File: src/rtl/stopwatch_seq.sv
// Run-control sequencer for a 4-digit BCD stopwatch (d3 d2 . d1 d0).
// Debounces the start/stop button, owns the count-step prescaler, and runs
// the IDLE/RUN/PAUSE/DONE control that loads, steps and stops the count.
module stopwatch_seq #(
  parameter int unsigned TICK_DIV  = 1000000,
  parameter int unsigned DB_CYCLES = 500000
) (
  input  logic        clk,
  input  logic        reset,
  input  logic        b,
  input  logic [3:0]  LSB,
  input  logic [3:0]  MSB,
  input  logic [1:0]  mode,
  output logic [15:0] count,
  output logic        running,
  output logic        done
);

  localparam int unsigned PW = (TICK_DIV > 2) ? $clog2(TICK_DIV) : 1;
  localparam int unsigned DW = (DB_CYCLES > 1) ? $clog2(DB_CYCLES) : 1;
  localparam logic [PW-1:0] PRE_LAST = PW'(TICK_DIV - 1);
  localparam logic [DW-1:0] DB_LAST  = DW'(DB_CYCLES - 1);

  localparam logic [1:0] S_IDLE  = 2'd0;
  localparam logic [1:0] S_RUN   = 2'd1;
  localparam logic [1:0] S_PAUSE = 2'd2;
  localparam logic [1:0] S_DONE  = 2'd3;

  logic [1:0]    sync;
  logic          db_level;
  logic [DW-1:0] db_cnt;
  logic          press;

  logic [1:0]    state, state_n;
  logic [15:0]   count_n;
  logic [PW-1:0] presc, presc_n;
  logic          dir_down, dir_down_n;

  logic          tick_c;
  logic [15:0]   reload_c;
  logic [15:0]   limit_c;
  logic [15:0]   step_c;

  // Saturate a preset digit to a legal BCD value.
  function automatic logic [3:0] clamp9(input logic [3:0] d);
    return (d > 4'd9) ? 4'd9 : d;
  endfunction

  // One BCD step up or down with decimal carry/borrow through all digits.
  function automatic logic [15:0] bcd_step(input logic [15:0] v, input logic up);
    logic [15:0] r;
    logic        c;
    r = v;
    c = 1'b1;
    for (int i = 0; i < 4; i++) begin
      if (c) begin
        if (up) begin
          if (r[4*i +: 4] == 4'd9) r[4*i +: 4] = 4'd0;
          else begin
            r[4*i +: 4] = r[4*i +: 4] + 4'd1;
            c = 1'b0;
          end
        end else begin
          if (r[4*i +: 4] == 4'd0) r[4*i +: 4] = 4'd9;
          else begin
            r[4*i +: 4] = r[4*i +: 4] - 4'd1;
            c = 1'b0;
          end
        end
      end
    end
    return r;
  endfunction

  // Button synchronizer, debouncer and rising-level press pulse.
  always_ff @(posedge clk or negedge reset) begin
    if (!reset) begin
      sync     <= 2'b00;
      db_level <= 1'b0;
      db_cnt   <= '0;
      press    <= 1'b0;
    end else begin
      sync  <= {sync[0], b};
      press <= 1'b0;
      if (sync[1] == db_level) begin
        db_cnt <= '0;
      end else if (db_cnt == DB_LAST) begin
        db_level <= sync[1];
        db_cnt   <= '0;
        press    <= sync[1];
      end else begin
        db_cnt <= db_cnt + DW'(1);
      end
    end
  end

  // Start value and terminal value for the selected direction.
  always_comb begin
    reload_c = {clamp9(MSB), clamp9(LSB), 8'h00};
    case (mode)
      2'b00:   reload_c = 16'h0000;
      2'b10:   reload_c = 16'h9999;
      default: reload_c = {clamp9(MSB), clamp9(LSB), 8'h00};
    endcase
    limit_c = dir_down ? 16'h0000 : 16'h9999;
    step_c  = bcd_step(count, !dir_down);
    tick_c  = (state == S_RUN) && (presc == PRE_LAST);
  end

  // Next-state, count and prescaler logic.
  always_comb begin
    state_n    = state;
    count_n    = count;
    presc_n    = presc;
    dir_down_n = dir_down;
    case (state)
      S_IDLE: begin
        count_n    = reload_c;
        dir_down_n = mode[1];
        presc_n    = '0;
        if (press) state_n = S_RUN;
      end
      S_RUN: begin
        presc_n = tick_c ? '0 : presc + PW'(1);
        if (press) state_n = S_PAUSE;
        if (tick_c) begin
          // A run started at its limit stops on the first tick without wrapping.
          if (count == limit_c) begin
            state_n = S_DONE;
          end else begin
            count_n = step_c;
            if (step_c == limit_c) state_n = S_DONE;
          end
        end
      end
      S_PAUSE: begin
        if (press) state_n = S_RUN;
      end
      default: begin
        presc_n = '0;
        if (press) state_n = S_IDLE;
      end
    endcase
  end

  // State, datapath and registered status decodes.
  always_ff @(posedge clk or negedge reset) begin
    if (!reset) begin
      state    <= S_IDLE;
      count    <= 16'h0000;
      presc    <= '0;
      dir_down <= 1'b0;
      running  <= 1'b0;
      done     <= 1'b0;
    end else begin
      state    <= state_n;
      count    <= count_n;
      presc    <= presc_n;
      dir_down <= dir_down_n;
      running  <= (state_n == S_RUN);
      done     <= (state_n == S_DONE);
    end
  end

endmodule

File: config.mk
export PLATFORM = sky130hd
export DESIGN_NAME = stopwatch_seq
export DESIGN_NICKNAME = d
export VERILOG_FILES = /design/src/rtl/stopwatch_seq.sv
export SDC_FILE = /design/constraint.sdc
export NUM_CORES = 1
export LEC_CHECK = 0
export BUFFER_PORTS_ARGS = -buffer_cell sky130_fd_sc_hd__buf_4
export CAP_MARGIN = 20
export CORE_MARGIN = 5
export CORE_UTILIZATION = 40
export CTS_CLUSTER_SIZE = 24
export DETAILED_ROUTE_END_ITERATION = 16
export PLACE_DENSITY = 0.6
export SYNTH_ARGS = -nofsm -noshare
export SYNTH_HDL_FRONTEND = slang
export SYNTH_SLANG_ARGS = --single-unit
File: constraint.sdc
create_clock -name clk -period 3.3 [get_ports clk]
set_clock_uncertainty 0.05 [all_clocks]
set_input_delay 0.165 -clock clk [delete_from_list [all_inputs] [get_ports clk]]
set_output_delay 0.165 -clock clk [all_outputs]
set_load 0.1 [all_outputs]
After elaboration in Yosys (flattened, before gate mapping)
Cells that the tools add are included.
Widths: inputs -> output; s select.
{"block": "word_totals", "reg_bits": 64, "inputBits": 13, "output_inout_bits": 18, "word_cells": 96}
{"block": "op_classes", "n_addsub": 10, "magnitude_cmp": 2, "n_eq_ne": 16, "muxes": 46, "bitwise_logic": 1, "reduce_logical": 11}
{"op": "$mux 4", "count": 17}
{"op": "$pmux 16 s2", "count": 2}
{"op": "$mux 16", "count": 3}
{"op": "$pmux 20 s2", "count": 1}
{"op": "$mux 19", "count": 2}
{"op": "$eq 16x16->1", "count": 2}
{"op": "$add 20x1->20 const B", "count": 1}
{"op": "$eq 20x20->1 const B", "count": 1}
{"op": "$mux 20", "count": 1}
{"op": "$add 19x1->19 const B", "count": 1}
{"op": "$eq 19x19->1 const B", "count": 1}
{"op": "$add 4x1->4 const B", "count": 4}
{"op": "$eq 4x4->1 const B", "count": 4}
{"op": "$logic_not 4->1", "count": 4}
{"op": "$sub 4x1->4 const B", "count": 4}
{"op": "$mux 1", "count": 13}
{"op": "$mux 2", "count": 6}
{"op": "$gt 4x4->1 const B", "count": 2}
{"op": "$eq 2x2->1 const B", "count": 3}
{"op": "$eq 2x1->1 const B", "count": 2}
{"op": "$logic_not 2->1", "count": 2}
{"op": "$ne 2x2->1 const B", "count": 2}
{"op": "$pmux 2 s2", "count": 1}
{"op": "$reduce_and 3->1", "count": 1}
{"op": "6 further kinds", "count": 6}

Longest topological paths before layout
{"block": "depth", "ltp_word": 12, "ltp_mapped": 11, "ltp_nobuf": 9}

Least setup slack after synthesis
Ideal clock, no wire load.
{"block": "synth_path", "path_type": "flip-flop to flip-flop", "start": "register count[0]", "end": "register running", "setup_ns": 0.120, "t_arrival_ns": 3.177, "t_required_ns": 3.130, "slack_ns": -0.046, "stages_incl_launch_ff": 11, "n_path_buf": 1, "period_less_slack_ns": 3.346, "cell_sequence": "dfrtp_1 > inv_1 > ha_1 > or4bb_1 > and2_4 > buf_6 > nor2_1 > mux2_2 > nor4_4 > o2111ai_1 > and3_1"}
{"block": "synth_between", "elab_chain_len": 12, "elab_cells_between_ends": 22, "cone_classes": "add/sub: 2; eq/ne: 4; mux: 15; reduce/logical: 1"}
{"item": "start, declared", "line": "14", "source": "output logic [15:0] count,"}
{"item": "start signal, assigned", "line": "157", "source": "count <= count_n;"}
{"item": "$eq 4x4->1 / $logic_not 4->1 (equally long branches)", "line": "58, 64"}
{"item": "$mux 1, on equally long branches", "line": "58, 64"}
{"item": "$mux 1", "line": "57", "source": "if (up) begin"}
{"item": "$mux 1 (2 in a row)", "line": "56", "source": "if (c) begin"}
{"item": "$mux 4", "line": "56"}
{"item": "$eq 16x16->1", "line": "132", "source": "if (step_c == limit_c) state_n = S_DONE;"}
{"item": "$mux 2", "line": "132"}
{"item": "$mux 2 (*)", "line": "128", "source": "if (count == limit_c) begin"}
{"item": "$mux 2 (*)", "line": "126", "source": "if (tick_c) begin"}
{"item": "$pmux 2 s2 (*)", "line": "116", "source": "case (state)"}
{"item": "$eq 2x1->1 (*)", "line": "160", "source": "running <= (state_n == S_RUN);"}
{"item": "end signal, assigned", "line": "160"}
{"item": "end, declared", "line": "15", "source": "output logic running,"}
Mark *: on every way between the ends. The rest lies on a longest branch, timed or not.
A chain may end at the register's enable or synchronous reset.

Worst setup path after layout
Ends and elaborated chain as after synthesis.

==> results.cfg <==
[setup_path]
rr_endpoint = running
arrival_ns = 3.21
critPathSlowestCell = or4bb_1
critPathRequiredTime_ns = 3.49
r2r_setup_slack_ns = 0.28
critical_path_peak_fanout = 17
reg2regPathDepth = 9
worstSetupStartpointType = register
path_cells = inv_1, ha_1, or4bb_1, and2_4, nor2_1, mux2_2, nor4_4, o2111ai_1, and3_1
critPathMaxStageDelay_ns = 0.48
endpoint_kind = register
crit-reg2reg-launch = count[0]
crit_type = reg -> reg

[yosys]
syn_inst = 507
ys_async_sr_fraction_pct = 100.0
yosys_warnings = 0
ys_seq_area_share_pct = 37.71
ys_seq_elements = 64
ys_types = 71
synth_nets = 527
avgSynthCellArea_sq_um = 8.376
synth_flop_cell = dfrtp_1
synth_edf_count = 0
syn-cell-area_sq_um = 4247

[placement]
gp_congestion = 0.8333
io_buffers = 30
place_area_sq_um = 4554
hpwl_um = 7630

[global_routing]
grt.total_usage_pct = 17.70
grt_first_pass_wirelength_um = 18570
grt_start_max_net_pins = 65
grt_overflow_total = 0
antenna_found_initial = 0
grt_pass1_vias = 3657

[drt]
dr_wl_met3_um = 778
firstDrtPassIters = 5
drt-met1-wl_um = 5306
drt-wirelength-per-cell_um = 16.56
drc = 0
num_vias = 3895
wl_um = 11000
wl_met2_um = 4778
detail-route-antenna-nets = 0
vias_per_cell = 5.866
routed.top_layer = met4
drtIter0Drc = 314

[sta]
slew_headroom_pct = 44.28
setup_tns_ns = 0
slew_viol_final = 0
worst_slew_pin_slew_ns = 0.8358
min_period_ns = 3.018
hold_violations = 0
setup_viol = 0
fmax_ghz = 0.3313
period_share_pct = 91.46
rsz0062_at_grt = false

[die]
die_area_sq_um = 12780
start_util_pct = 41.13
ios = 31
coreArea_sq_um = 10320
die_x_um = 113.0
fp.dieH_um = 113.0
placementRows = 37

[power]
p_switching_w = 0.0005369
power_frac_seq_pct = 45.0
pwr-share-comb_pct = 14.1
p_leak_nw = 1.961
irDropWorstVdd_mv = 0.2115
powerDensity_nw_per_um2 = 385.0
pwr-share-clk_pct = 40.9
intPower_w = 0.001309
p_sw_share_pct = 29.09

[clocking]
cts_resized = 0
h-tree-depth = 3
cts_max_path_buffers = 2
clkTransAtPathRegs_ns = 0.08
tritoncts = built
clock_latency_ns = 0.35
cts-buffers-inserted = 9
clock-root-buffer = clkbuf_8
postCtsSetupBuffers = 0
cts_sinks = 64

[min_path]
hold_path_end = dir_down
whs_path_depth = 3
hold_path.class = in -> reg
holdCritStartpoint = mode[1]

[cells_and_area]
syn2layout_area_growth_pct = 12.88
num_antenna_cells = 0
drive_gt1_share_pct = 12.69
final_cell_mix = dfrtp_1 (63), nand2_1 (55), nor2_1 (51), o21ai_0 (43), buf_4 (35)
final_common_cell = dfrtp_1
design_area_sq_um = 4793
final_core_util_pct = 46.43
fin_nets = 543

[run]
cap_violations = 0

[run_status]
status = finished, final reports clean
[registers in the layout (all words and copies together), names as in the netlist]
signal,cells
dir_down,1
done,1
count,16
running,1
state,2
sync,2
presc,20
db_level,1
db_cnt,19
press,1
[power groups by stage]
stage / registers [W] / clock network [W] / logic [W]
2_1_floorplan: 0.000885 / 0 / 0.000138
6_report: 0.000831 / 0.000755 / 0.000259
3_3_place_gp: 0.000845 / 0 / 0.000257
5_1_grt: 0.000835 / 0.000814 / 0.000281
4_1_cts: 0.000830 / 0.000774 / 0.000259
3_5_place_dp: 0.000846 / 0 / 0.000257
[cell families after synthesis]
kind of cell               count (synthesis)  share of synthesized area [%]
buffers and inverters                     44                          4.419
and+or+nand+nor                          227                          28.55
xor gates and xnor gates                  26                          5.362
adders and majority gates                  7                          2.062
muxes                                      6                          1.503
AOI/OAI and AO/OA                        133                          20.39
DFF                                       64                          37.71
[through the flow]
stage / instances / hold slack (ns) / total power [W] / setup slack (ns)
final: 664 / 0.04375 / 0.001846 / 0.2818
after CTS: 664 / 0.03349 / 0.001863 / 0.2973
after global placement: 646 / 0.2258 / 0.001102 / 0.3686
after global routing: 664 / 0.05185 / 0.001929 / 0.09956
after detailed placement: 646 / 0.2256 / 0.001102 / 0.3035
after floorplan: 507 / -0.1806 / 0.001022 / 0.01121
[synth_stat cells (10+ instances only)]
cell	count	share of area, %
nand3_1	23	2.7
xnor2_1	12	2.5
nor2_1	51	4.5
xor2_1	14	2.9
a21oi_1	21	2.5
nand4_1	13	1.9
dfrtp_1	64	38
clkbuf_1	29	2.6
and3_1	14	2.1
inv_1	10	0.88
o21ai_0	43	5.1
nor3_1	11	1.3
nand2_1	55	4.9
[area by class of cell]
cell class                 instances  area, sq um
fill                             995         5530
multi-input combinational        399         2457
sequential                        64         1603
timing repair buffer              38        302.8
tap                              136        170.2
clock buffer                       9        123.9
clock inverter                     7        95.09
inverter                          11        41.29
[critical path: cells and delay by family (launching register included)]
kind	cells	cell delay, ns
AND/OR/NAND/NOR	5	1.49
flip-flops	1	0.44
multiplexers	1	0.42
adder cells (fa/ha/maj)	1	0.23
AO/OA/AOI/OAI	1	0.15
buffers and inverters	1	0.14
[worst max path at each step]
stage | start | endpoint | slack, ns
finish | count[0] | running | 0.28
detailed placement | count[0] | running | 0.30
global route | count[0] | running | 0.1
global placement | count[0] | running | 0.37
CTS | count[0] | running | 0.30
floorplan | count[1] | running | 0.01
[metal layers]
layer  track usage [%]  vias up
met4             4.567        0
met2             25.51      137
met1             26.46     1849
li1                  -     1898
met3             4.385       11
met5                 0        -
[timing repair]
| action | in CTS | in global routing |
|---|---|---|
| hold buffers | 2 | 0 |
| endpoints found under the setup margin | 0 | 0 |
| endpoints found under the hold margin | 65 | 0 |
Note: power is estimated with default switching activity, not from simulation.
